`config.mk`:
```
export PLATFORM = sky130hd
export DESIGN_NAME = alu_decode_stage_flat
export DESIGN_NICKNAME = d
export VERILOG_FILES = /design/src/rtl/alu_decode_stage_if.sv /design/src/rtl/alu_decode_stage.sv /design/src/flat_wrapper.sv
export SDC_FILE = /design/constraint.sdc
export NUM_CORES = 1
export LEC_CHECK = 0
export BUFFER_PORTS_ARGS = -buffer_cell sky130_fd_sc_hd__buf_2
export CELL_PAD_IN_SITES_DETAIL_PLACEMENT = 1
export CELL_PAD_IN_SITES_GLOBAL_PLACEMENT = 1
export CORE_ASPECT_RATIO = 1.5
export CORE_MARGIN = 4
export CORE_UTILIZATION = 34
export CTS_BUF_LIST = sky130_fd_sc_hd__clkbuf_4 sky130_fd_sc_hd__clkbuf_8
export CTS_CLUSTER_SIZE = 16
export DETAILED_ROUTE_END_ITERATION = 6
export HOLD_SLACK_MARGIN = 0.12
export PLACE_DENSITY = 0.95
export RECOVER_POWER = 100
export SLEW_MARGIN = 20
export SYNTH_ARGS = -nofsm -noshare
export SYNTH_HDL_FRONTEND = slang
export SYNTH_SLANG_ARGS = --single-unit
export TNS_END_PERCENT = 30
```
`constraint.sdc`:
```
create_clock -name clk -period 2.4 [get_ports clk]
set_clock_uncertainty 0.15 [all_clocks]
set_input_delay 0.24 -clock clk [delete_from_list [all_inputs] [get_ports clk]]
set_output_delay 0.24 -clock clk [all_outputs]
set_load 0.01 [all_outputs]
```
`src/rtl/alu_decode_stage_if.sv`:
```
// Handshake and decoded-bundle signals between IF/ID, the ALU decode stage and EX.
// master drives the instruction side and consumes the bundle; slave is the decode stage.
interface alu_decode_stage_if;
    logic        in_valid;
    logic        in_ready;
    logic [31:0] instr;
    logic        flush;
    logic        out_valid;
    logic        out_ready;
    logic [2:0]  alucontrol;
    logic        asel_shamt;
    logic        alusrc;
    logic [31:0] imm_ext;
    logic [4:0]  shamt;
    logic        regwrite;
    logic        regdst;
    logic        memtoreg;
    logic        memwrite;
    logic        branch;
    logic        illegal;

    modport master (
        output in_valid, instr, flush, out_ready,
        input  in_ready, out_valid, alucontrol, asel_shamt, alusrc, imm_ext, shamt,
               regwrite, regdst, memtoreg, memwrite, branch, illegal
    );

    modport slave (
        input  in_valid, instr, flush, out_ready,
        output in_ready, out_valid, alucontrol, asel_shamt, alusrc, imm_ext, shamt,
               regwrite, regdst, memtoreg, memwrite, branch, illegal
    );
endinterface

```
`src/rtl/alu_decode_stage.sv`:
```
// Registered MIPS decode stage: opcode/funct -> ALU op and operand/writeback controls.
// Define ALU_DECODE_ILLEGAL_CNT_EN to add a saturating illegal-instruction counter.
module alu_decode_stage #(
    parameter int unsigned IMM_W = 16
) (
    input  logic                clk,
    input  logic                reset_n,
    alu_decode_stage_if.slave   bus
`ifdef ALU_DECODE_ILLEGAL_CNT_EN
    ,
    output logic [15:0]         illegal_cnt
`endif
);

    localparam logic [2:0] AluAnd = 3'b000;
    localparam logic [2:0] AluOr  = 3'b001;
    localparam logic [2:0] AluAdd = 3'b010;
    localparam logic [2:0] AluSll = 3'b011;
    localparam logic [2:0] AluSrl = 3'b100;
    localparam logic [2:0] AluSub = 3'b110;
    localparam logic [2:0] AluSlt = 3'b111;

    typedef struct packed {
        logic [2:0]  alucontrol;
        logic        asel_shamt;
        logic        alusrc;
        logic [31:0] imm_ext;
        logic [4:0]  shamt;
        logic        regwrite;
        logic        regdst;
        logic        memtoreg;
        logic        memwrite;
        logic        branch;
        logic        illegal;
    } bundle_t;

    bundle_t     bundle_d, bundle_q, dec;
    logic        out_valid_d, out_valid_q;
    logic        accept;
    logic [5:0]  opcode;
    logic [5:0]  funct;
    logic [31:0] imm_sext;
    logic [31:0] imm_zext;
    logic        unused_instr;

    assign opcode       = bus.instr[31:26];
    assign funct        = bus.instr[5:0];
    assign imm_sext     = {{(32 - IMM_W){bus.instr[IMM_W-1]}}, bus.instr[IMM_W-1:0]};
    assign imm_zext     = {{(32 - IMM_W){1'b0}}, bus.instr[IMM_W-1:0]};
    assign unused_instr = ^bus.instr[25:16];

    assign bus.in_ready = !out_valid_q || bus.out_ready;
    assign accept       = bus.in_valid && bus.in_ready;

    always_comb begin
        dec         = '0;
        dec.imm_ext = imm_sext;
        dec.shamt   = bus.instr[10:6];
        case (opcode)
            6'h00: begin
                dec.regwrite = 1'b1;
                dec.regdst   = 1'b1;
                case (funct)
                    6'h20: dec.alucontrol = AluAdd;
                    6'h22: dec.alucontrol = AluSub;
                    6'h24: dec.alucontrol = AluAnd;
                    6'h25: dec.alucontrol = AluOr;
                    6'h2A: dec.alucontrol = AluSlt;
                    6'h00: begin
                        dec.alucontrol = AluSll;
                        dec.asel_shamt = 1'b1;
                    end
                    6'h02: begin
                        dec.alucontrol = AluSrl;
                        dec.asel_shamt = 1'b1;
                    end
                    default: begin
                        // Unsupported funct becomes a side-effect-free NOP
                        dec.regwrite   = 1'b0;
                        dec.regdst     = 1'b0;
                        dec.illegal    = 1'b1;
                        dec.alucontrol = AluAdd;
                    end
                endcase
            end
            6'h23: begin
                dec.alucontrol = AluAdd;
                dec.alusrc     = 1'b1;
                dec.regwrite   = 1'b1;
                dec.memtoreg   = 1'b1;
            end
            6'h2B: begin
                dec.alucontrol = AluAdd;
                dec.alusrc     = 1'b1;
                dec.memwrite   = 1'b1;
            end
            6'h04: begin
                dec.alucontrol = AluSub;
                dec.branch     = 1'b1;
            end
            6'h08: begin
                dec.alucontrol = AluAdd;
                dec.alusrc     = 1'b1;
                dec.regwrite   = 1'b1;
            end
            6'h0A: begin
                dec.alucontrol = AluSlt;
                dec.alusrc     = 1'b1;
                dec.regwrite   = 1'b1;
            end
            6'h0C: begin
                dec.alucontrol = AluAnd;
                dec.alusrc     = 1'b1;
                dec.regwrite   = 1'b1;
                dec.imm_ext    = imm_zext;
            end
            6'h0D: begin
                dec.alucontrol = AluOr;
                dec.alusrc     = 1'b1;
                dec.regwrite   = 1'b1;
                dec.imm_ext    = imm_zext;
            end
            default: begin
                dec.illegal    = 1'b1;
                dec.alucontrol = AluAdd;
            end
        endcase
    end

    always_comb begin
        bundle_d    = bundle_q;
        out_valid_d = out_valid_q;
        if (bus.flush) begin
            // Squash: drop any incoming word and kill side-effecting controls
            out_valid_d       = 1'b0;
            bundle_d.regwrite = 1'b0;
            bundle_d.memwrite = 1'b0;
            bundle_d.branch   = 1'b0;
            bundle_d.illegal  = 1'b0;
        end else if (accept) begin
            bundle_d    = dec;
            out_valid_d = 1'b1;
        end else if (bus.out_ready) begin
            out_valid_d = 1'b0;
        end
    end

    always_ff @(posedge clk or negedge reset_n) begin
        if (!reset_n) begin
            bundle_q    <= '0;
            out_valid_q <= 1'b0;
        end else begin
            bundle_q    <= bundle_d;
            out_valid_q <= out_valid_d;
        end
    end

    assign bus.out_valid  = out_valid_q;
    assign bus.alucontrol = bundle_q.alucontrol;
    assign bus.asel_shamt = bundle_q.asel_shamt;
    assign bus.alusrc     = bundle_q.alusrc;
    assign bus.imm_ext    = bundle_q.imm_ext;
    assign bus.shamt      = bundle_q.shamt;
    assign bus.regwrite   = bundle_q.regwrite;
    assign bus.regdst     = bundle_q.regdst;
    assign bus.memtoreg   = bundle_q.memtoreg;
    assign bus.memwrite   = bundle_q.memwrite;
    assign bus.branch     = bundle_q.branch;
    assign bus.illegal    = bundle_q.illegal;

`ifdef ALU_DECODE_ILLEGAL_CNT_EN
    logic [15:0] illegal_cnt_d, illegal_cnt_q;

    always_comb begin
        illegal_cnt_d = illegal_cnt_q;
        if (accept && !bus.flush && dec.illegal && (illegal_cnt_q != 16'hFFFF)) begin
            illegal_cnt_d = illegal_cnt_q + 16'd1;
        end
    end

    always_ff @(posedge clk or negedge reset_n) begin
        if (!reset_n) begin
            illegal_cnt_q <= '0;
        end else begin
            illegal_cnt_q <= illegal_cnt_d;
        end
    end

    assign illegal_cnt = illegal_cnt_q;
`endif

endmodule

```
`src/flat_wrapper.sv`:
```
// flat-port wrapper written by rule: the top's interface ports become plain ports
module alu_decode_stage_flat 
#(
    parameter int unsigned IMM_W = 16
)
  (clk, reset_n, bus_in_valid, bus_instr, bus_flush, bus_out_ready, bus_in_ready, bus_out_valid, bus_alucontrol, bus_asel_shamt, bus_alusrc, bus_imm_ext, bus_shamt, bus_regwrite, bus_regdst, bus_memtoreg, bus_memwrite, bus_branch, bus_illegal);
  alu_decode_stage_if bus_i ();
  input  logic clk;
  input  logic reset_n;
  input wire logic [$bits(bus_i.in_valid)-1:0] bus_in_valid;
  input wire logic [$bits(bus_i.instr)-1:0] bus_instr;
  input wire logic [$bits(bus_i.flush)-1:0] bus_flush;
  input wire logic [$bits(bus_i.out_ready)-1:0] bus_out_ready;
  output wire logic [$bits(bus_i.in_ready)-1:0] bus_in_ready;
  output wire logic [$bits(bus_i.out_valid)-1:0] bus_out_valid;
  output wire logic [$bits(bus_i.alucontrol)-1:0] bus_alucontrol;
  output wire logic [$bits(bus_i.asel_shamt)-1:0] bus_asel_shamt;
  output wire logic [$bits(bus_i.alusrc)-1:0] bus_alusrc;
  output wire logic [$bits(bus_i.imm_ext)-1:0] bus_imm_ext;
  output wire logic [$bits(bus_i.shamt)-1:0] bus_shamt;
  output wire logic [$bits(bus_i.regwrite)-1:0] bus_regwrite;
  output wire logic [$bits(bus_i.regdst)-1:0] bus_regdst;
  output wire logic [$bits(bus_i.memtoreg)-1:0] bus_memtoreg;
  output wire logic [$bits(bus_i.memwrite)-1:0] bus_memwrite;
  output wire logic [$bits(bus_i.branch)-1:0] bus_branch;
  output wire logic [$bits(bus_i.illegal)-1:0] bus_illegal;
  assign bus_i.in_valid = bus_in_valid;
  assign bus_i.instr = bus_instr;
  assign bus_i.flush = bus_flush;
  assign bus_i.out_ready = bus_out_ready;
  assign bus_in_ready = bus_i.in_ready;
  assign bus_out_valid = bus_i.out_valid;
  assign bus_alucontrol = bus_i.alucontrol;
  assign bus_asel_shamt = bus_i.asel_shamt;
  assign bus_alusrc = bus_i.alusrc;
  assign bus_imm_ext = bus_i.imm_ext;
  assign bus_shamt = bus_i.shamt;
  assign bus_regwrite = bus_i.regwrite;
  assign bus_regdst = bus_i.regdst;
  assign bus_memtoreg = bus_i.memtoreg;
  assign bus_memwrite = bus_i.memwrite;
  assign bus_branch = bus_i.branch;
  assign bus_illegal = bus_i.illegal;
  alu_decode_stage #(.IMM_W(IMM_W)) u_core (.clk(clk), .reset_n(reset_n), .bus(bus_i));
endmodule
```
==> results of run 1 <==
-- stage by stage --
step	hold WS, ns	std cells
after floorplan	-0.206	174
after global placement	0.145	272
after detailed placement	0.162	272
after CTS	0.125	298
after global routing	0.140	298
final	0.126	298
-- placed cells by master, fill, tap and decap left out, types with 2 or more instances in the layout --
master / count
a21oi_1: 6
a31oi_1: 2
a32o_1: 2
and3_1: 2
buf_2: 23
bufinv_16: 2
clkbuf_1: 53
clkbuf_8: 5
dfrtp_1: 29
dlygate4sd3_1: 18
inv_1: 4
mux2i_1: 2
nand2_1: 54
nand3_1: 2
nor2_1: 9
nor2b_1: 3
nor3_1: 3
o21ai_0: 9
o21bai_1: 2
o2bb2ai_1: 2
or3_1: 3
-- kinds of logic after synthesis --
logic type	synth area share [%]
simple gates	25.9
buf+inv	12.5
flops	48.2
compound gates	12.1
mux	1.33
-- how the worst max path moves through the flow --
| stage | startpoint | endpoint |
|---|---|---|
| 5_1_grt | bus_instr[4] | u_core.bus.alucontrol[0] |
| 6_report | bus_instr[4] | u_core.bus.alucontrol[0] |
| 3_5_place_dp | bus_instr[29] | u_core.bus.alucontrol[0] |
| 3_3_place_gp | bus_instr[29] | u_core.bus.alucontrol[0] |
| 2_1_floorplan | bus_instr[28] | u_core.bus.alucontrol[0] |
| 4_1_cts | bus_instr[4] | u_core.bus.alucontrol[0] |
-- metal layers --
layer	vias to the layer above	track usage, %
li1	713	-
met1	691	16.6
met2	54	31.5
met3	14	3.40
met4	0	9.46
met5	-	0
-- power by group through the flow --
stage	Combinational (W)	Clock, W	Sequential, W
after floorplan	0.000175	0	0.000607
after global placement	0.000292	0	0.000578
after detailed placement	0.000303	0	0.000583
after CTS	0.000327	0.000614	0.000574
after global routing	0.000331	0.000638	0.000587
final	0.000295	0.000602	0.000577
-- tightest hold or removal path, stage by stage --
cell     delay (ns)
buf_2          0.12
nand3_1        0.07
a31oi_1        0.08
-- cell type report --
| cell class | instances | area (um2) |
|---|---|---|
| fill | 546 | 2220 |
| sequential | 29 | 726 |
| multi-input combinational | 115 | 588 |
| timing repair buffer | 96 | 507 |
| clock buffer | 5 | 68.8 |
| clock inverter | 3 | 65.1 |
| tap | 46 | 57.6 |
| inverter | 4 | 15.0 |
-- what timing repair did --
item,4_1_cts,5_1_grt
hold buffers,18,0
hold endpoints to repair,46,0
resized for setup,0,0
==> metrics.cfg, run 1 <==
[worst_setup_path]
r2r_end = u_core.bus.memtoreg
cp_slowest_cell = dlygate4sd3_1
worstPathArrival_ns = 2.24
slowest_delay_ns = 0.53
worst-path-stages = 6
path_delay_family = simple AND/OR/NAND/NOR gates
r2r_setup_slack_ns = 0.51
required_ns = 2.45
cp_common_cell = or3_1
crit_buf_inv = 2
cp_max_fo = 3
path_class = input port to flip-flop
path_cells = dlygate4sd3_1, clkbuf_1, or4_1, or3_1, or3_1, a31oi_1
r2r_start = u_core.bus.out_valid
worstRegToRegCells = 6
cp-start-kind = input port
end_kind = flip-flop

[cells_and_area]
stdcell_area_mm2 = 0.00203
drive_gt1_share_pct = 13.9
final_util_pct = 47.7
final_nets = 288
layout-area-overhead-vs-synth_pct = 34.7
largest_register_ffs = 13
n_antenna_cell = 0

[sta]
fin_crit_sh_pct = 91.3
setup_viol = 0
max_freq_mhz = 456
slew_violations = 0
setup_slack_ns = 0.208
maxSlewHeadroom_pct = 56.4
finalSetupTns_ns = 0
rsz0062_at_grt = false
worst_slew_pin_slew_ns = 0.654
post-route-min-period_ns = 2.19
finalHoldViolations = 0

[routing]
post_drt_wl_per_cell_um = 15.2
drtIter0Drc = 34
wl_met3_um = 253
vias = 1472
wirelength_um = 4530
top_layer_used = met4
met2RoutedLength_um = 2400
viasPerCell = 4.94
wl_met1_um = 1700
drt_first_pass_iters = 4
final_antenna_net_count = 0
drc = 0

[clock_tree]
cts-htree-levels = 2
post-cts-setup-buffers = 0
cts_tree = done
cts_max_path_buffers = 2
clk_latency_ns = 0.28
numCtsBuffers = 5
root_buffer = clkbuf_8
cts.clk_slew.worst_paths_ns = 0.06
cts_sinks = 29

[power_and_ir_drop]
peakVddDrop_uv = 558
seq_power_share_pct = 39.2
fin_total_pwr_w = 0.00147
pwr-share-clk_pct = 40.9
comb_power_share_pct = 20.0
internal-power_w = 0.00106
switchingPower_w = 0.000413
cellPowerDensity_mw_per_mm2 = 727
p_leak_nw = 0.956
switching_share_pct = 28.0

[synth]
synthTopCellsByArea = dfrtp_1 48%, nand2_1 13%, buf_4 10%
synth_cell_type_count = 33
async_reset_ff_share_pct = 100
synth_area_leader_cell = dfrtp_1
syn_inst = 174
synth_nets = 211
synth_edf_count = 0
ys_seq_area_share_pct = 48.2
yosys_warnings = 0
synth_area_mm2 = 0.00151
synth_top_area_share_pct = 48.2
avgSynthCellArea_um2 = 8.65
ys_dominant_reg_cell = dfrtp_1
synthTopCellsByCount = 54 x nand2_1, 29 x dfrtp_1, 20 x buf_4, 9 x nor2_1, 9 x o21ai_0
synth-seq-cells = 29
synth_most_common_cell = nand2_1

[die]
die_y_um = 89.5
start_util_pct = 35.5
ios = 87
fp.dieArea_mm2 = 0.00558
core_mm2 = 0.00425
fp-row-count = 29
die_x_um = 62.3

[global_routing]
gr-total-overflow = 0
grt_pass1_wl_um = 7360
grt_max_degree = 30
grt_usage_pct = 16.5
antenna_found_initial = 0
grt_pass1_vias = 1584

[place]
place_ws_ns = 0.339
gp_congestion = 0.791
dp_hpwl_um = 3300
portBuffers = 76
dpl_cell_area_mm2 = 0.00179

[hold_path]
hold_class = input port to flip-flop
hold_depth = 3
holdPathEnd = u_core.bus.alucontrol[0]
hp-start = bus_instr[3]

[run]
drv_cap = 0

[outcome]
status = finished, final reports clean

Power figures use the tool's default switching activity.
==> run 2, diff against run 1 <==
--- a/constraint.sdc
+++ b/constraint.sdc
@@ -4,2 +4,2 @@
 set_output_delay 0.24 -clock clk [all_outputs]
-set_load 0.01 [all_outputs]
+set_load 0.005 [all_outputs]
==> run 2 against run 1 <==
Effect of this change: final cell count unchanged; cell area up 1.2%; non-clock buffer count unchanged; clock power about the same; worst hold slack about the same; first-iteration DRC count unchanged; via count up 0.41%; core utilization up 0.59 points; sequential power about the same; sequential share of layout area down 0.44 points; register-to-register slack about the same; critical path type unchanged; critical endpoint unchanged; highest routed layer unchanged.
==> metrics.cfg, run 2 (same netlist as run 1, synthesis figures left out) <==
[cells_and_area]
layout-area-overhead-vs-synth_pct = 36.3
n_antenna_cell = 0  ; unchanged
drive_gt1_share_pct = 21.8  ; +7.9 points
final_nets = 288  ; unchanged
layout_commonest_cell = nand2_1
stdcell_area_mm2 = 0.00205  ; +1.2%
nFillCells = 537  ; -1.6%
mostFrequentLayoutCells = 54 x nand2_1, 43 x buf_2, 32 x clkbuf_1
largest_register_ffs = 13  ; unchanged

[die]
die_y_um = 89.5  ; unchanged
core_mm2 = 0.00425  ; unchanged
fp.dieArea_mm2 = 0.00558  ; unchanged
start_util_pct = 35.5  ; unchanged
die_x_um = 62.3  ; unchanged
ios = 87  ; unchanged
fp-row-count = 29  ; unchanged

[clock_tree]
numCtsBuffers = 5  ; unchanged
cts_resized = 0  ; unchanged
cts.clk_slew.worst_paths_ns = 0.06  ; about the same
cts_max_path_buffers = 2  ; unchanged
post-cts-setup-buffers = 0  ; unchanged
cts-htree-levels = 2  ; unchanged
cts_tree = done
hold_buffers = 18  ; unchanged
root_buffer = clkbuf_8
clk_latency_ns = 0.28  ; about the same
cts_sinks = 29  ; unchanged

[worst_setup_path]
path_cells = dlygate4sd3_1, clkbuf_1, or4_1, or3_1, or3_1, a31oi_1
path_class = input port to flip-flop
cp_slowest_cell = dlygate4sd3_1
cp-start-kind = input port
path_delay_family = simple AND/OR/NAND/NOR gates
crit_buf_inv = 2  ; unchanged
cp_max_fo = 3  ; unchanged
slowest_delay_ns = 0.54  ; about the same
worstPathArrival_ns = 2.25  ; about the same
cp_common_cell = or3_1
end_kind = flip-flop
required_ns = 2.45  ; about the same

[routing]
vias = 1478  ; +0.41%
drtIter0Drc = 34  ; unchanged
post_drt_wl_per_cell_um = 15.1  ; -0.31%
drt_first_pass_iters = 4  ; unchanged
viasPerCell = 4.96  ; +0.41%
drc = 0  ; unchanged
wirelength_um = 4510  ; -0.31%
final_antenna_net_count = 0  ; unchanged

[global_routing]
grt_pass1_vias = 1584  ; unchanged
gr-total-overflow = 0  ; unchanged
antenna_found_initial = 0  ; unchanged
grt_pass1_wl_um = 7360  ; unchanged
grt_max_degree = 30  ; unchanged
grt_usage_pct = 16.5  ; unchanged

[place]
dpl_cell_area_mm2 = 0.00179  ; unchanged
gp_congestion = 0.791  ; unchanged
portBuffers = 76  ; unchanged
dp_hpwl_um = 3300  ; unchanged

[sta]
max_freq_mhz = 456  ; -0.11%
finalHoldViolations = 0  ; unchanged
rsz0062_at_grt = false
post-route-min-period_ns = 2.19  ; +0.00233 ns
fin_crit_sh_pct = 91.4  ; +0.097 points
finalSetupTns_ns = 0  ; unchanged
setup_viol = 0  ; unchanged
maxSlewHeadroom_pct = 56.4  ; about the same
worst_slew_pin_slew_ns = 0.653  ; -0.000402 ns
slew_violations = 0  ; unchanged

[power_and_ir_drop]
fin_total_pwr_w = 0.00144  ; -2.2%
p_leak_nw = 1.03  ; +7.3%
peakVddDrop_uv = 545  ; -2.3%
cellPowerDensity_mw_per_mm2 = 702  ; -3.4%

[run]
drv_cap = 0  ; unchanged

[outcome]
status = finished, final reports clean

[hold_path]
hold_class = input port to flip-flop

==> run 2: power breakdown <==
| group | total (W) | internal, W | switching (W) | leakage (nW) |
|---|---|---|---|---|
| clock network | 0.000602 | 0.000412 | 0.000190 | 0.0681 |
| logic | 0.000263 | 0.000118 | 0.000145 | 0.590 |
| registers | 0.000576 | 0.000539 | 0.0000372 | 0.368 |
| total | 0.00144 | 0.00107 | 0.000372 | 1.03 |
==> run 2: layer usage <==
layer	global-route usage [%]	routed length, um
met5	0	0
met2	31.5	2400
met4	9.46	174
met3	3.40	257
met1	16.6	1680
==> run 2: metrics by stage <==
stage,utilization [%],instances,hold slack (ns),setup slack [ns]
floorplan,-,174,-0.206,0.573
global placement,42.2,272,0.145,0.382
detailed placement,42.2,272,0.162,0.339
CTS,49.6,298,0.125,0.263
global route,48.3,298,0.140,0.0988
finish,48.3,298,0.126,0.206
==> run 2: worst paths after layout <==
check / startpoint / to / slack [ns] / depth (start not counted)
max reg2reg: u_core.bus.out_valid / u_core.bus.memtoreg / 0.51 / 6
min reg2reg: u_core.bus.imm_ext[2] / u_core.bus.imm_ext[2] / 0.33 / 2
min in group asynchronous: reset_n / u_core.bus.imm_ext[12] / 0.37 / 2
min: bus_instr[3] / u_core.bus.alucontrol[0] / 0.13 / 3
max: bus_instr[4] / u_core.bus.alucontrol[0] / 0.21 / 6
max in group asynchronous: reset_n / u_core.bus.imm_ext[5] / 1.30 / 2
==> run 2: worst min-delay path, stage by stage <==
cell     delay (ns)
buf_2          0.12
nand3_1        0.07
a31oi_1        0.08
==> run 2: layout make-up <==
class                      count  area (um2)  share of cell area [%]
clock buffer                   5        68.8                    3.35
clock inverter                 3        65.1                    3.17
inverter                       4        15.0                   0.732
multi-input combinational    115         588                    28.7
sequential                    29         726                    35.4
tap                           46        57.6                    2.80
timing repair buffer          96         532                    25.9
==> run 3, diff against run 2 <==
- CORE_MARGIN: 4 -> unset
==> run 3 against run 2 <==
Effect of this change: worst hold slack better by 0.0045 ns; global-route usage increased by 2.9 points; cell area shrank 1.7%; maximum frequency increased by 0.41%; sequential power barely moved; critical endpoint unchanged; combinational power up 2%; non-clock buffer count up 1; critical path depth unchanged.
==> metrics.cfg, run 3 (same netlist as run 1, synthesis figures left out) <==
[die]
die_y_um = 83.5  ; -6.7%
fp.dieArea_mm2 = 0.00470  ; -16%
fp-row-count = 29  ; unchanged
start_util_pct = 35.5  ; unchanged
die_x_um = 56.3  ; -9.6%
ios = 87  ; unchanged
core_mm2 = 0.00425  ; unchanged

[worst_setup_path]
worst-path-stages = 6  ; unchanged
worstPathArrival_ns = 2.23  ; -0.02 ns
cp_common_cell = or3_1
path_cells = dlygate4sd3_1, clkbuf_1, or4_1, or3_1, or3_1, a31oi_1
cp-start-kind = input port
cp_slowest_cell = dlygate4sd3_1
cp_max_fo = 3  ; unchanged
worstRegToRegCells = 5  ; -1
required_ns = 2.44  ; about the same
path_class = input port to flip-flop
end_kind = flip-flop
crit_buf_inv = 2  ; unchanged
slowest_delay_ns = 0.53  ; about the same
path_delay_family = simple AND/OR/NAND/NOR gates

[sta]
worst_slew_pin_slew_ns = 0.720  ; +0.0667 ns
finalHoldViolations = 0  ; unchanged
maxSlewHeadroom_pct = 52.0  ; -4.4 points
fin_crit_sh_pct = 91.1  ; -0.38 points
slew_violations = 0  ; unchanged
max_freq_mhz = 458  ; +0.41%
post-route-min-period_ns = 2.19  ; -0.00907 ns
rsz0062_at_grt = false
finalSetupTns_ns = 0  ; unchanged
setup_viol = 0  ; unchanged

[clock_tree]
cts_max_path_buffers = 2  ; unchanged
cts_tree = done
cts-htree-levels = 2  ; unchanged
cts.clk_slew.worst_paths_ns = 0.06  ; about the same
post-cts-setup-buffers = 0  ; unchanged
hold_buffers = 18  ; unchanged
root_buffer = clkbuf_8
numCtsBuffers = 5  ; unchanged
cts_sinks = 29  ; unchanged
cts_resized = 0  ; unchanged
clk_latency_ns = 0.27  ; about the same

[routing]
drc = 0  ; unchanged
drt_first_pass_iters = 2  ; -2
vias = 1484  ; +0.41%
drtIter0Drc = 25  ; -26%
viasPerCell = 4.98  ; +0.41%
final_antenna_net_count = 0  ; unchanged
wirelength_um = 4400  ; -2.4%
post_drt_wl_per_cell_um = 14.8  ; -2.4%

[outcome]
status = finished, final reports clean

[place]
gp_congestion = 0.862  ; +9.0%
dp_hpwl_um = 3150  ; -4.6%
portBuffers = 76  ; unchanged
dpl_cell_area_mm2 = 0.00180  ; +0.42%

[hold_path]
hold_depth = 3  ; unchanged
hold_class = input port to flip-flop

[global_routing]
grt_max_degree = 30  ; unchanged
grt_usage_pct = 19.4  ; +2.9 points
grt_pass1_vias = 1475  ; -6.9%
grt_pass1_wl_um = 7130  ; -3.1%
antenna_found_initial = 0  ; unchanged
gr-total-overflow = 0  ; unchanged

[cells_and_area]
largest_register_ffs = 13  ; unchanged
mostFrequentLayoutCells = 54 x nand2_1, 50 x buf_2, 29 x dfrtp_1
layout-area-overhead-vs-synth_pct = 34.0
drive_gt1_share_pct = 24.2  ; +2.4 points
layout_commonest_cell = nand2_1
stdcell_area_mm2 = 0.00202  ; -1.7%
n_antenna_cell = 0  ; unchanged
final_nets = 289  ; +0.35%

[power_and_ir_drop]
cellPowerDensity_mw_per_mm2 = 619  ; -12%
p_leak_nw = 1.03  ; +0.14%
peakVddDrop_uv = 534  ; -2.1%

[run]
drv_cap = 0  ; unchanged

run 3: changes by cell type in the layout (fill, tap and decap cells not counted), sizes merged:
cell	delta
bufinv	-2
clkbuf	-4
clkinv	-1
buf	+7
run 3: power breakdown:
part / switching, W / internal, W / total [W]
Clock: 0.000165 / 0.000238 / 0.000403
Combinational: 0.000144 / 0.000124 / 0.000268
Sequential: 0.0000371 / 0.000539 / 0.000576
Total: 0.000346 / 0.000902 / 0.00125
run 3: per-stage QoR:
step / hold slack, ns / setup WS [ns] / utilization (%) / std cells / total power, W
2_1_floorplan: -0.206 / 0.573 / - / 174 / 0.000741
3_3_place_gp: 0.138 / 0.373 / 42.4 / 273 / 0.000826
3_5_place_dp: 0.155 / 0.332 / 42.4 / 273 / 0.000843
4_1_cts: 0.135 / 0.255 / 48.7 / 298 / 0.00127
5_1_grt: 0.156 / 0.126 / 47.5 / 298 / 0.00132
6_report: 0.131 / 0.215 / 47.5 / 298 / 0.00125
run 3: routing by layer:
metal / track usage (%) / share of wire (%) / routed length, um
met1: 21.8 / 39 / 1700
met2: 37.4 / 57 / 2510
met3: 1.40 / 3.1 / 137
met4: 6.65 / 1.3 / 57
met5: 0 / 0 / 0
run 3: worst paths after layout:
kind | from | end | slack, ns
max | bus_instr[4] | u_core.bus.alucontrol[0] | 0.21
min | bus_instr[3] | u_core.bus.alucontrol[0] | 0.13
max reg2reg | u_core.bus.out_valid | u_core.bus.alusrc | 0.61
min reg2reg | u_core.bus.imm_ext[2] | u_core.bus.imm_ext[2] | 0.33
max in group asynchronous | reset_n | u_core.bus.alucontrol[1] | 1.21
min in group asynchronous | reset_n | u_core.bus.imm_ext[13] | 0.42
run 3: cell type report:
type,count,area (um2)
inverter,4,15.0
multi-input combinational,115,583
sequential,29,726
timing repair buffer,97,546
fill,538,2230
tap,46,57.6
clock buffer,7,90.1
run 3: worst reg2reg max path: cells and delay by family (launching register included):
family	cells	cell delay (ns)
flip-flops	1	0.33
AO/OA/AOI/OAI	1	0.16
buffers and inverters	2	0.50
AND/OR/NAND/NOR	2	0.51
